==> config.mk <==
export PLATFORM = sky130hd
export DESIGN_NAME = serial_alu_flat
export DESIGN_NICKNAME = d
export VERILOG_FILES = /design/src/rtl/serial_alu_if.sv /design/src/rtl/serial_alu.sv /design/src/flat_wrapper.sv
export SDC_FILE = /design/constraint.sdc
export NUM_CORES = 1
export LEC_CHECK = 0
export ABC_AREA = 1
export BUFFER_PORTS_ARGS = -buffer_cell sky130_fd_sc_hd__buf_2
export CAP_MARGIN = 30
export CORE_ASPECT_RATIO = 1.25
export CORE_MARGIN = 4
export CORE_UTILIZATION = 55
export DETAILED_ROUTE_END_ITERATION = 7
export PLACE_DENSITY = 0.69
export SYNTH_ARGS = -nofsm -noshare
export SYNTH_HDL_FRONTEND = slang
export SYNTH_SLANG_ARGS = --single-unit
==> constraint.sdc <==
create_clock -name clk -period 3.3 [get_ports clk]
set_input_delay 0.165 -clock clk [delete_from_list [all_inputs] [get_ports clk]]
set_output_delay 0.165 -clock clk [all_outputs]
set_load 0.005 [all_outputs]
==> src/rtl/serial_alu_if.sv <==
// Bit-serial link between the processor and the ALU endpoint:
// packet bits flow in, result bits flow out.
interface serial_alu_if;
  logic in_valid;
  logic in_data;
  logic in_ready;
  logic out_valid;
  logic out_data;
  logic out_last;
  logic out_ready;

  modport master (
    output in_valid, in_data, out_ready,
    input  in_ready, out_valid, out_data, out_last
  );

  modport slave (
    input  in_valid, in_data, out_ready,
    output in_ready, out_valid, out_data, out_last
  );
endinterface

==> src/rtl/serial_alu.sv <==
// Serial ALU endpoint: assembles a 66-bit packet LSB-first, executes one of
// ADD/SUB/AND/OR on two 32-bit operands, and streams the 32-bit result LSB-first.
module serial_alu (
  input  logic        clk,
  input  logic        rst_n,
  serial_alu_if.slave bus
);
  localparam int REGISTER_SIZE = 32;
  localparam int OP_BITS       = 2;
  localparam int PACKET_BITS   = 2 * REGISTER_SIZE + OP_BITS;

  localparam logic [1:0] OP_ADD = 2'd0;
  localparam logic [1:0] OP_SUB = 2'd1;
  localparam logic [1:0] OP_AND = 2'd2;
  localparam logic [1:0] OP_OR  = 2'd3;

  typedef enum logic [1:0] {
    ST_RECEIVE,
    ST_EXECUTE,
    ST_TRANSMIT
  } state_t;

  state_t                     state_q, state_d;
  logic [6:0]                 cnt_q, cnt_d;
  logic [PACKET_BITS-1:0]     pkt_q, pkt_d;
  logic [REGISTER_SIZE-1:0]   res_q, res_d;

  logic [OP_BITS-1:0]         op_code;
  logic [REGISTER_SIZE-1:0]   op_1;
  logic [REGISTER_SIZE-1:0]   op_2;
  logic [REGISTER_SIZE-1:0]   alu_result;

  // Bits enter at the top, so the first-received op_code ends up in pkt_q[1:0].
  assign op_code = pkt_q[1:0];
  assign op_1    = pkt_q[REGISTER_SIZE+1:2];
  assign op_2    = pkt_q[PACKET_BITS-1:REGISTER_SIZE+2];

  always_comb begin
    alu_result = '0;
    case (op_code)
      OP_ADD:  alu_result = op_1 + op_2;
      OP_SUB:  alu_result = op_1 - op_2;
      OP_AND:  alu_result = op_1 & op_2;
      OP_OR:   alu_result = op_1 | op_2;
      default: alu_result = '0;
    endcase
  end

  always_comb begin
    state_d = state_q;
    cnt_d   = cnt_q;
    pkt_d   = pkt_q;
    res_d   = res_q;
    case (state_q)
      ST_RECEIVE: begin
        if (bus.in_valid) begin
          pkt_d = {bus.in_data, pkt_q[PACKET_BITS-1:1]};
          if (cnt_q == 7'(PACKET_BITS - 1)) begin
            cnt_d   = '0;
            state_d = ST_EXECUTE;
          end else begin
            cnt_d = cnt_q + 7'd1;
          end
        end
      end
      ST_EXECUTE: begin
        res_d   = alu_result;
        cnt_d   = '0;
        state_d = ST_TRANSMIT;
      end
      ST_TRANSMIT: begin
        if (bus.out_ready) begin
          res_d = {1'b0, res_q[REGISTER_SIZE-1:1]};
          if (cnt_q == 7'(REGISTER_SIZE - 1)) begin
            cnt_d   = '0;
            state_d = ST_RECEIVE;
          end else begin
            cnt_d = cnt_q + 7'd1;
          end
        end
      end
      default: begin
        cnt_d   = '0;
        state_d = ST_RECEIVE;
      end
    endcase
  end

  always_ff @(posedge clk) begin
    if (!rst_n) begin
      state_q <= ST_RECEIVE;
      cnt_q   <= '0;
      pkt_q   <= '0;
      res_q   <= '0;
    end else begin
      state_q <= state_d;
      cnt_q   <= cnt_d;
      pkt_q   <= pkt_d;
      res_q   <= res_d;
    end
  end

  // All handshake outputs depend only on registered state, never on inputs.
  assign bus.in_ready  = (state_q == ST_RECEIVE);
  assign bus.out_valid = (state_q == ST_TRANSMIT);
  assign bus.out_data  = res_q[0];
  assign bus.out_last  = (state_q == ST_TRANSMIT) && (cnt_q == 7'(REGISTER_SIZE - 1));
endmodule

==> src/flat_wrapper.sv <==
// flat-port wrapper written by rule: the top's interface ports become plain ports
module serial_alu_flat 
  (clk, rst_n, bus_in_valid, bus_in_data, bus_out_ready, bus_in_ready, bus_out_valid, bus_out_data, bus_out_last);
  serial_alu_if bus_i ();
  input  logic clk;
  input  logic rst_n;
  input wire logic [$bits(bus_i.in_valid)-1:0] bus_in_valid;
  input wire logic [$bits(bus_i.in_data)-1:0] bus_in_data;
  input wire logic [$bits(bus_i.out_ready)-1:0] bus_out_ready;
  output wire logic [$bits(bus_i.in_ready)-1:0] bus_in_ready;
  output wire logic [$bits(bus_i.out_valid)-1:0] bus_out_valid;
  output wire logic [$bits(bus_i.out_data)-1:0] bus_out_data;
  output wire logic [$bits(bus_i.out_last)-1:0] bus_out_last;
  assign bus_i.in_valid = bus_in_valid;
  assign bus_i.in_data = bus_in_data;
  assign bus_i.out_ready = bus_out_ready;
  assign bus_in_ready = bus_i.in_ready;
  assign bus_out_valid = bus_i.out_valid;
  assign bus_out_data = bus_i.out_data;
  assign bus_out_last = bus_i.out_last;
  serial_alu u_core (.clk(clk), .rst_n(rst_n), .bus(bus_i));
endmodule
Word-level counts from Yosys, hierarchy flattened
Index checks and enable logic that the tools add are counted.

operators by class
  add/sub/neg operators = 3
  eq/ne operators = 11
  multiplexer cells = 13
  bitwise operators = 2
  reductions and logical operators = 8

operators with widths
  kind                 count
  $pmux 32 s4          1
  $pmux 32 s2          1
  $add 32x32->32       1
  $and 32x32->32       1
  $mux 32              1
  $or 32x32->32        1
  $sub 32x32->32       1
  $mux 7               4
  $pmux 7 s2           1
  $mux 2               4
  $add 7x1->7 const B  1
  $eq 7x5->1 const B   1
  $eq 7x7->1 const B   1
  $eq 2x2->1 const B   3
  $pmux 2 s3           1
  $reduce_and 2->1     3
  $eq 2x1->1 const B   2
  $logic_not 2->1      2
  $ne 2x1->1 const B   2
  $ne 2x2->1 const B   2
  $reduce_and 4->1     1
  $reduce_bool 2->1    1
  $logic_and 1x1->1    1

storage, ports and cells
  bits in registers = 107
  output and inout port bits = 4
  logic and storage cells = 41

Depth between registers and ports, before layout
  depth after elaboration = 4
  depth in mapped cells = 23
  depth with buffers taken out = 23

Worst setup path before layout
No wires, ideal clock.

  path type = reg2reg
  start = reg u_core.pkt_q[34]
  end = reg u_core.res_q[27]
  data arrival time = 2.670 ns
  required time = 3.168 ns
  setup slack = 0.497 ns
  cell stages (with the launch flop) = 23
  buffers on the path = 0
  clock period less this slack = 2.803 ns
  cells stage by stage = dfxtp_1 -> inv_1 -> ha_1 -> inv_1 -> nor2_2 -> nand4_2 -> nand2_1 -> o21ai_2 -> a21oi_2 -> o21ai_0 -> xor2_1 -> ha_1 -> nand2_1 -> nor2_1 -> inv_1 -> nor3_1 -> nand2_1 -> nand2_1 -> nand2_1 -> nand3_1 -> nand2_1 -> nand2_1 -> a21oi_1

between the ends
  cells in the longest elaborated chain, start to end = 3
  elaborated cells between the ends (all ways) = 4
  classes of those cells = add/sub (2); mux (2)

RTL lines
  item                                              line                                RTL
  start, declared                                   serial_alu.sv:25                    logic [PACKET_BITS-1:0] pkt_q, pkt_d;
  start signal, assigned                            serial_alu.sv:98                    pkt_q <= pkt_d;
  $sub 32x32->32 or $add 32x32->32 (tied branches)  serial_alu.sv:42, serial_alu.sv:41
  $pmux 32 s4 *                                     serial_alu.sv:40                    case (op_code)
  $pmux 32 s2 *                                     serial_alu.sv:54                    case (state_q)
  end signal, assigned                              serial_alu.sv:99                    res_q <= res_d;
  end, declared                                     serial_alu.sv:26                    logic [REGISTER_SIZE-1:0] res_q, res_d;

Every way passes the cells marked *; elsewhere a longest branch is shown, timed or not.
A chain may end at the register's enable or synchronous reset.

Final worst setup path
  start = reg u_core.pkt_q[34]
  end = reg u_core.res_q[18]

Same word-level chain as after synthesis.

==> results.cfg <==
[grt]
grt.overflow.total = 0
grt_pass1_wl_um = 39700
met3_usage = 0.0382
grt.busiest_layer = met2
track_usage = 0.305
grt_max_degree = 98
grt_pass1_vias = 8084
use_met2 = 0.542
grt_use_met1 = 0.348
antenna_found_initial = 0

[sta]
rsz0062_at_grt = true
holdWs_ns = 0.0827
setup_viol = 0
slew_violations = 0
fmax_mhz = 325
finalSetupTns_ns = 0
finalCritPeriodShare = 0.931
worstMarginPinSlew_ns = 0.855
clock_skew_ns = 0.0100
post-route-min-period_ns = 3.07
finalHoldViolations = 0
slew-limit-headroom = 0.430

[setup_path]
start_kind = flip-flop
path_buf_inv = 3
crit_arrival_ns = 3.31
endpoint_kind = flip-flop
max_stage_delay_ns = 0.39
cp.required_ns = 3.54
r2r_end = u_core.res_q[18]$_SDFFE_PN0P_
path_cells = inv_2 -> ha_2 -> inv_1 -> nor2_4 -> a21oi_1 -> xor2_1 -> inv_1 -> ha_1 -> nand2_1 -> nor2_1 -> nand3_1 -> nand3b_1 -> nand2_1 -> nand2_1 -> nand2_1 -> nand3_1 -> nand3_1 -> nand2_1 -> a21oi_1
path_common_cell = nand2_1
slowest_stage = dfxtp_1
worstReg2RegStart = u_core.pkt_q[34]$_SDFFE_PN0P_
r2r_setup_slack_ns = 0.23
reg2reg_depth = 19
crit_fanout = 5
path_delay_family = simple AND/OR/NAND/NOR gates
critical_path_class = flip-flop to flip-flop

[drt]
antenna_left = 0
vias_per_cell = 5.48
dr.pass1.iters = 5
wire_per_inst_um = 15.9
vias = 8427
drtIter0Drc = 611
drc_errors = 0
wirelength_um = 24500

[yosys]
syn_inst = 1351
synth-seq-cells = 107
netlist_top_cells_area = dfxtp_1 27%, nand2_1 16%, inv_1 9.8%
syn_nets = 1393
synthArstFlopShare = 0
synth_edf_count = 0
synth_top_area_share = 0.267
synthTopCellsByCount = 346 x nand2_1, 210 x inv_1, 156 x nor2_1
synth.avg_cell_area_um2 = 5.94
syn_area_mm2 = 0.00803
synth_top_cell_by_area = dfxtp_1
yosys.cell_types.count = 44
synthMostInstantiatedCell = nand2_1
yosys_warnings = 0
synth-main-ff-cell = dfxtp_1
ys_seq_area_frac = 0.267

[min_path]
worstHoldEndpoint = u_core.pkt_q[65]$_SDFFE_PN0P_
min_path_cells = 3
min_path_type = primary input to flip-flop
worstHoldStart = bus_in_data

[run]
drv_cap = 0

[final_layout]
fin_util = 0.610
multi_input_area_mm2 = 0.00497
fill_cells = 1510
drive_above_1_share = 0.0883
antennaDiodeCount = 0
area_growth_pct = 9.01
fin_nets = 1396
seq_area_mm2 = 0.00214

[clock_tree]
cts_tree = built
cts_inserted_buffers = 9
cts-hold-fix-buffers = 0
cts_htree_levels = 3
clk_pin_slew_ns = 0.08
cts-root-buf = clkbuf_16
clock_latency_ns = 0.36
clock-sinks = 107
clk_path_buf_depth = 2

[power_and_ir_drop]
power_density_mw_per_mm2 = 435
leakage_nw = 4.48
ir_drop_mv = 0.334

[die]
initial_utilization = 0.560
die_x_um = 116
die_h_um = 143
core_mm2 = 0.0143
rows = 49
dieArea_mm2 = 0.0166
ios = 9

[run_status]
status = finished clean

[placed_design]
gp_congestion = 1.00
portBuffers = 8
dp_hpwl_um = 18200
[where the power goes]
| part | leakage, nW | internal (mW) | switching, mW |
|---|---|---|---|
| combinational | 3.45 | 0.426 | 0.796 |
| sequential | 0.876 | 1.35 | 0.0773 |
| clock | 0.148 | 0.608 | 0.555 |
[layout make-up]
cell class / instances / area share
Clock inverter: 6 / 0.00943
Multi-Input combinational cell: 977 / 0.568
Timing Repair Buffer: 40 / 0.0320
Inverter: 219 / 0.0939
Tap cell: 178 / 0.0254
Clock buffer: 10 / 0.0262
Sequential cell: 107 / 0.245
[sequential cells by signal (all words and copies together) (netlist names)]
register / cells
u_core.cnt_q: 7
u_core.state_q: 2
u_core.res_q: 32
u_core.pkt_q: 66
[repair_timing]
action                                  CTS  global route
buffers inserted                          0             3
endpoints found under the setup margin    0            18
gates resized for setup                   0            36
[kinds of logic after synthesis]
kind of cell / Yosys count / synth area share
AOI/OAI and AO/OA: 277 / 0.185
xor gates and xnor gates: 32 / 0.0349
adders and majority gates: 37 / 0.0586
buffers and inverters: 267 / 0.129
DFF: 107 / 0.267
and+or+nand+nor: 631 / 0.325
[worst max path at each step]
stage,start,endpoint,slack (ns),cells after the start
final,u_core.pkt_q[34]$_SDFFE_PN0P_,u_core.res_q[18]$_SDFFE_PN0P_,0.23,19
after global routing,u_core.pkt_q[36]$_SDFFE_PN0P_,u_core.res_q[28]$_SDFFE_PN0P_,-0.11,20
after CTS,u_core.pkt_q[34]$_SDFFE_PN0P_,u_core.res_q[29]$_SDFFE_PN0P_,0.05,18
after detailed placement,u_core.pkt_q[34]$_SDFFE_PN0P_,u_core.res_q[29]$_SDFFE_PN0P_,0.07,18
after global placement,u_core.pkt_q[34]$_SDFFE_PN0P_,u_core.res_q[29]$_SDFFE_PN0P_,0.09,18
after floorplan,u_core.pkt_q[34]$_SDFFE_PN0P_,u_core.res_q[27]$_SDFFE_PN0P_,0.50,22
[cells in the final DEF, fill, tap and decap left out, drive strengths merged]
master,n
nand4,6
dfxtp,107
o21ai,121
a221oi,1
fa,1
nor3,9
a21o,2
nand3b,2
nor3b,1
a211oi,3
clkbuf,10
clkinvlp,1
nor2,162
a311oi,9
bufinv,1
a21oi,115
o211ai,2
xor2,30
a31oi,21
or2,11
inv,222
nor4,1
buf,40
and2,3
nand2,348
clkinv,1
nand3,88
o21a,1
o31ai,2
xnor2,2
ha,36
[through the flow]
| stage | instances | power (mW) | cell area, um2 | setup WS, ns |
|---|---|---|---|---|
| after global placement | 1518 | 2.61 | 8300 | 0.0930 |
| after CTS | 1534 | 3.77 | 8610 | 0.0474 |
| after floorplan | 1351 | 2.27 | 8030 | 0.497 |
| after detailed placement | 1518 | 2.62 | 8300 | 0.0725 |
| final | 1537 | 3.81 | 8750 | 0.227 |
| after global routing | 1537 | 4.04 | 8750 | -0.108 |
[routing by layer]
| layer | wire length (um) | up-vias |
|---|---|---|
| li1 | - | 4308 |
| met2 | 12100 | 219 |
| met4 | 1440 | 0 |
| met5 | 0 | - |
| met3 | 987 | 78 |
| met1 | 9930 | 3822 |
[worst reg2reg max path, stage by stage (launching register included)]
cell      delay, ns
dfxtp_1        0.39
inv_2          0.08
ha_2           0.20
inv_1          0.10
nor2_4         0.06
a21oi_1        0.18
xor2_1         0.19
inv_1          0.06
ha_1           0.35
nand2_1        0.14
nor2_1         0.22
nand3_1        0.12
nand3b_1       0.21
nand2_1        0.11
nand2_1        0.07
nand2_1        0.04
nand3_1        0.16
nand3_1        0.12
nand2_1        0.09
a21oi_1        0.05
No activity file was read; power rests on OpenSTA's default activity.
